--- src/rtl/alu_uart_interface.sv ---
// Command sequencer between a UART rx/tx pair and a combinational ALU.
// Collects A, B and opcode bytes, presents them stable to the ALU, and sends back the result.
module alu_uart_interface #(
  parameter int unsigned BITS_DATA = 8,
  parameter int unsigned BITS_OP   = 6
) (
  input  logic                 i_clk,
  input  logic                 i_reset,
  input  logic [7:0]           i_rx_data,
  input  logic                 i_rx_done,
  input  logic                 i_tx_done,
  input  logic [BITS_DATA-1:0] i_alu_result,
  output logic [BITS_DATA-1:0] o_alu_a,
  output logic [BITS_DATA-1:0] o_alu_b,
  output logic [BITS_OP-1:0]   o_alu_op,
  output logic [7:0]           o_tx_data,
  output logic                 o_tx_start,
  output logic                 o_busy
);

  typedef enum logic [2:0] {
    S_IDLE    = 3'd0,
    S_WAIT_B  = 3'd1,
    S_WAIT_OP = 3'd2,
    S_EXEC    = 3'd3,
    S_SEND    = 3'd4,
    S_WAIT_TX = 3'd5
  } state_t;

  state_t state;

  // Received bytes only land in the register the current state expects; busy states drop them.
  always_ff @(posedge i_clk or posedge i_reset) begin
    if (i_reset) begin
      state      <= S_IDLE;
      o_alu_a    <= '0;
      o_alu_b    <= '0;
      o_alu_op   <= '0;
      o_tx_data  <= '0;
      o_tx_start <= 1'b0;
      o_busy     <= 1'b0;
    end else begin
      case (state)
        S_IDLE: begin
          if (i_rx_done) begin
            o_alu_a <= BITS_DATA'(i_rx_data);
            state   <= S_WAIT_B;
          end
        end
        S_WAIT_B: begin
          if (i_rx_done) begin
            o_alu_b <= BITS_DATA'(i_rx_data);
            state   <= S_WAIT_OP;
          end
        end
        S_WAIT_OP: begin
          if (i_rx_done) begin
            o_alu_op <= i_rx_data[BITS_OP-1:0];
            o_busy   <= 1'b1;
            state    <= S_EXEC;
          end
        end
        S_EXEC: begin
          o_tx_data  <= 8'(i_alu_result);
          o_tx_start <= 1'b1;
          state      <= S_SEND;
        end
        S_SEND: begin
          o_tx_start <= 1'b0;
          state      <= S_WAIT_TX;
        end
        S_WAIT_TX: begin
          // A byte arriving with tx_done is dropped, not taken as the next operand A.
          if (i_tx_done) begin
            o_busy <= 1'b0;
            state  <= S_IDLE;
          end
        end
        default: begin
          o_tx_start <= 1'b0;
          o_busy     <= 1'b0;
          state      <= S_IDLE;
        end
      endcase
    end
  end

endmodule

--- config.mk ---
export PLATFORM = sky130hd
export DESIGN_NAME = alu_uart_interface
export DESIGN_NICKNAME = d
export VERILOG_FILES = /design/src/rtl/alu_uart_interface.sv
export SDC_FILE = /design/constraint.sdc
export NUM_CORES = 1
export LEC_CHECK = 0
export ABC_AREA = 1
export CAP_MARGIN = 20
export CORE_ASPECT_RATIO = 1.2
export CORE_MARGIN = 1
export CORE_UTILIZATION = 44
export CTS_CLUSTER_SIZE = 14
export DETAILED_ROUTE_END_ITERATION = 10
export PLACE_DENSITY_LB_ADDON = 0.1
export REMOVE_ABC_BUFFERS = 1
export SLEW_MARGIN = 30
export SYNTH_ARGS = -nofsm -noshare
export SYNTH_HDL_FRONTEND = slang
export SYNTH_SLANG_ARGS = --single-unit
--- constraint.sdc ---
create_clock -name i_clk -period 1.4 [get_ports i_clk]
set_clock_uncertainty 0.1 [all_clocks]
set_input_delay 0.21 -clock i_clk [delete_from_list [all_inputs] [get_ports i_clk]]
set_output_delay 0.21 -clock i_clk [all_outputs]
set_load 0.1 [all_outputs]
## Word-level counts from Yosys, hierarchy flattened

Index checks and enable logic that the tools add are counted.

- Flip-flop bits (word level): 35
- Input bits: 20

- Equal/unequal tests: 9
- Multiplexer cells: 9
- Bitwise operators: 1
- Reduce and logical (&&, ||, !) cells: 8

Operators with widths:

| cell | count |
|---|---|
| $pmux W3 S6 | 1 |
| $mux W3 | 4 |
| $ne A2 B2 Y1 const B | 4 |
| $reduce_or A4 Y1 | 2 |
| $eq A3 B2 Y1 const B | 2 |
| $eq A3 B3 Y1 const B | 2 |
| $reduce_and A2 Y1 | 3 |
| $reduce_and A4 Y1 | 1 |
| $eq A3 B1 Y1 const B | 1 |
| $logic_not A3 Y1 | 1 |
| $pmux W1 S3 | 1 |
| $reduce_and A3 Y1 | 1 |
| $mux W1 | 2 |
| $pmux W1 S2 | 1 |
| $not A1 Y1 | 1 |

## Logic depth before layout (Yosys ltp)

- Word-level depth: 4
- Mapped depth: 6
- Gate-level depth less buffers: 6

## Worst setup path after synthesis

Ideal clock, no wire load.

- Path kind: reg2reg
- Start: register o_tx_start (netlist name)
- End: register o_tx_start
- Setup time: 67 ps
- Data arrival time: 1154 ps
- Path slack: 79 ps
- Stages on the path, launching flop included: 3
- Path buffers: 0
- Clock period less this slack: 1321 ps
- Cell sequence: dfrtp_1 > o22ai_1 > inv_1

RTL lines:

| item | RTL line | RTL |
|---|---|---|
| end signal, assigned | 40 | `o_tx_start <= 1'b0;` |
| end signal, assigned | 65 | `o_tx_start <= 1'b1;` |
| end signal, assigned | 69 | `o_tx_start <= 1'b0;` |
| end, declared | 17 | `output logic o_tx_start,` |

## Worst setup path after layout

- Start: register state[1]
- End: register o_tx_data[0]

- Cells in the longest elaborated chain, start to end: 1

RTL lines:

| item | RTL line | RTL |
|---|---|---|
| start, declared | 30 | `state_t state;` |
| start signal, assigned | 35 | `state <= S_IDLE;` |
| start signal, assigned | 47 | `state <= S_WAIT_B;` |
| start signal, assigned | 53 | `state <= S_WAIT_OP;` |
| $eq A3 B2 Y1 | 43 | `case (state)` |
| end signal, assigned | 64 | `o_tx_data <= 8'(i_alu_result);` |
| end, declared | 16 | `output logic [7:0] o_tx_data,` |

No other way between the ends.
A chain may end at the register's enable or synchronous reset.

==> flow_summary.toml <==
[timing]
hold_violations = 0
setup_viol = 0
fmax_mhz = 785
slew_violations = 0
rsz0062_at_grt = "false"
finalWorstSetupSlack_ns = 0.126
min_period_over_period_pct = 91.0
tightest_slew_ns = 0.286
finalCriticalPeriod_ns = 1.27
slew_headroom_pct = 80.9

[logic_synthesis]
synth_top_family_by_area = "simple AND/OR/NAND/NOR gates"
ys_warn_count = 0
synth_flop_cell = "dfrtp_1"
post-synth-top-count-cell = "nand2_1"
avgSynthCellArea_um2 = 9.60
yosys.area.top_type = "dfrtp_1"
synth_top_cells_by_count = "nand2_1 (45), dfrtp_1 (35), nand3_1 (15)"
yosysUniqueCellTypes = 19
syn_inst = 154
synth.top_cells.by_area = "dfrtp_1 (59%), nand2_1 (11%), nand3_1 (5.1%), o21ai_1 (4.7%), o21ai_2 (4.7%)"
yosys.area_share.simple_pct = 24.0
yosysSeqAreaShare_pct = 59.3
synthMuxAreaShare_pct = 0
synth_edf_count = 0
ys_seq_elements = 35
synthXorXnorAreaFrac_pct = 0
syn_area_um2 = 1480
async_flop_share_pct = 100
synth_compound_gate_area_share_pct = 10.2
synth_top_area_share_pct = 59.3
yosys.area_share.adder_pct = 0

[setup_path]
critPathMostFrequentCell = "nand2_1"
worstPathCellList = "nand2_1, inv_2, nand2_2, nand2_1, nand2_1"
cp-start-kind = "flip-flop"
worst-path-buf-inv = 1
crit_family = "flip-flops"
crit_arrival_ns = 1.41
worstPathMaxFanout = 10
crit_required_ns = 1.53
crit_slowest_cell = "dfrtp_2"
slowest_delay_ns = 0.51
endpoint_kind = "flip-flop"
critical_path_class = "flip-flop to flip-flop"

[global_route]
antenna_found_initial = 0
grt_pass1_wl_um = 5640
grt_pass1_vias = 1279
grt_util_all_layers_pct = 22.2
grt-ovfl-total = 0
grt_max_degree = 23

[detailed_routing]
drt_wl_total_um = 3410
vias = 1237
postRouteAntennaNets = 0
drcViolationCount = 0
dr.pass1.iters = 4
avgViaCountPerCell = 4.99
wl_per_cell_um = 13.7
drt_iter0_drc = 36

[clock_tree]
cts-htree-levels = 2
cts_hold_buf = 0
cts_setup_buffers = 0
cts_buffers = 5
insertion_delay_ns = 0.33
cts_sinks = 35
cts_root_buf = "clkbuf_4"
cts_tree = "yes"
clk_pin_slew_ns = 0.10
cts_buffer_depth = 2

[placement]
globalplace.congestion = 0.706
hpwl_um = 2620
io_buffers = 51
post-place-ws_ns = -0.111

[min_path]
worstHoldPathType = "input port to async pin"

[cells_and_area]
diodes = 0
drive_gt1_share_pct = 30.7
fill_cells = 224
syn_to_final_growth_pct = 63.0
final_nets = 231

[floorplan]
fp.dieH_um = 65.5
core_area_um2 = 3140
dieWidth_um = 54.9
core.rowCount = 22
die_area_um2 = 3590
io_pins = 52
start_util_pct = 47.1

[status]
status = "complete, no violations"

[run]
drv_cap = 0
==> placed cells by master (no fill, tap or decap), drive strengths merged <==
cell and instances:
clkdlybuf4s50 19, nor2 7, buf 36, clkinv 1, o22ai 1, nand4 2
a21oi 1, nand3 15, inv 15, clkbuf 7, dfrtp 35, o21ai 22
nand2 51
==> tightest hold or removal path, stage by stage <==
cell and delay, ns:
clkdlybuf4s50_1 0.40, inv_1 0.07, buf_4 0.21
==> timing repair <==
action                                  4_1_cts  5_1_grt
endpoints found under the hold margin         0        0
resized for setup                             0        2
endpoints found under the setup margin        0       21
==> layer usage <==
metal / wire (µm) / share of wire [%] / up-vias / GRT usage [%]
met1: 1360 / 40 / 579 / 24.5
met2: 1760 / 52 / 45 / 37.2
met3: 243 / 7.1 / 6 / 9.72
met4: 47 / 1.4 / 0 / 7.19
li1: - / - / 607 / -
met5: 0 / 0 / - / 0
==> area by class of cell <==
cell class / count / area [µm²] / share of cell area, %
Inverter: 15 / 56.3 / 2.34
Sequential cell: 35 / 878 / 36.5
Multi-Input combinational cell: 99 / 505 / 21.0
Timing Repair Buffer: 55 / 873 / 36.3
Tap cell: 36 / 45.0 / 1.87
Clock inverter: 1 / 5.00 / 0.208
Clock buffer: 7 / 45.0 / 1.87
==> flip-flops by register name (all words and copies together), names as in the netlist <==
name / count
o_alu_a: 8
o_alu_b: 8
o_tx_data: 8
o_alu_op: 6
state: 3
o_busy: 1
o_tx_start: 1
==> kinds of logic (layout without fill, tap and decap cells) <==
| logic type | Yosys count | count (layout) |
|---|---|---|
| buf+inv | 20 | 78 |
| compound gates | 24 | 24 |
| simple gates | 75 | 75 |
| flops | 35 | 35 |
==> stage by stage <==
stage	area, µm²	utilization [%]	cells	hold slack, ns	TNS [ns]
2_1_floorplan	1440	-	149	0.255	0
3_3_place_gp	2360	75.1	240	0.416	-0.793
3_5_place_dp	2360	75.1	240	0.427	-1.39
4_1_cts	2410	76.7	248	0.0839	0
5_1_grt	2410	76.8	248	0.0938	0
6_report	2410	76.8	248	0.0854	0
==> worst paths after layout <==
check / from / endpoint / slack [ns] / cells after the start
max in group asynchronous: i_reset / o_tx_data[6] / 0.84 / 3
max: state[1] / o_tx_data[0] / 0.13 / 5
max reg2reg: state[1] / o_tx_data[0] / 0.13 / 5
min: i_reset / o_alu_a[7] / 0.09 / 3
min reg2reg: o_tx_data[4] / o_tx_data[4] / 0.45 / 2
min in group i_clk: i_alu_result[6] / o_tx_data[6] / 0.33 / 3
Power is left out: the tool's default activity adds up to more than one toggle a clock period on the data nets, which glitch-free logic cannot reach.
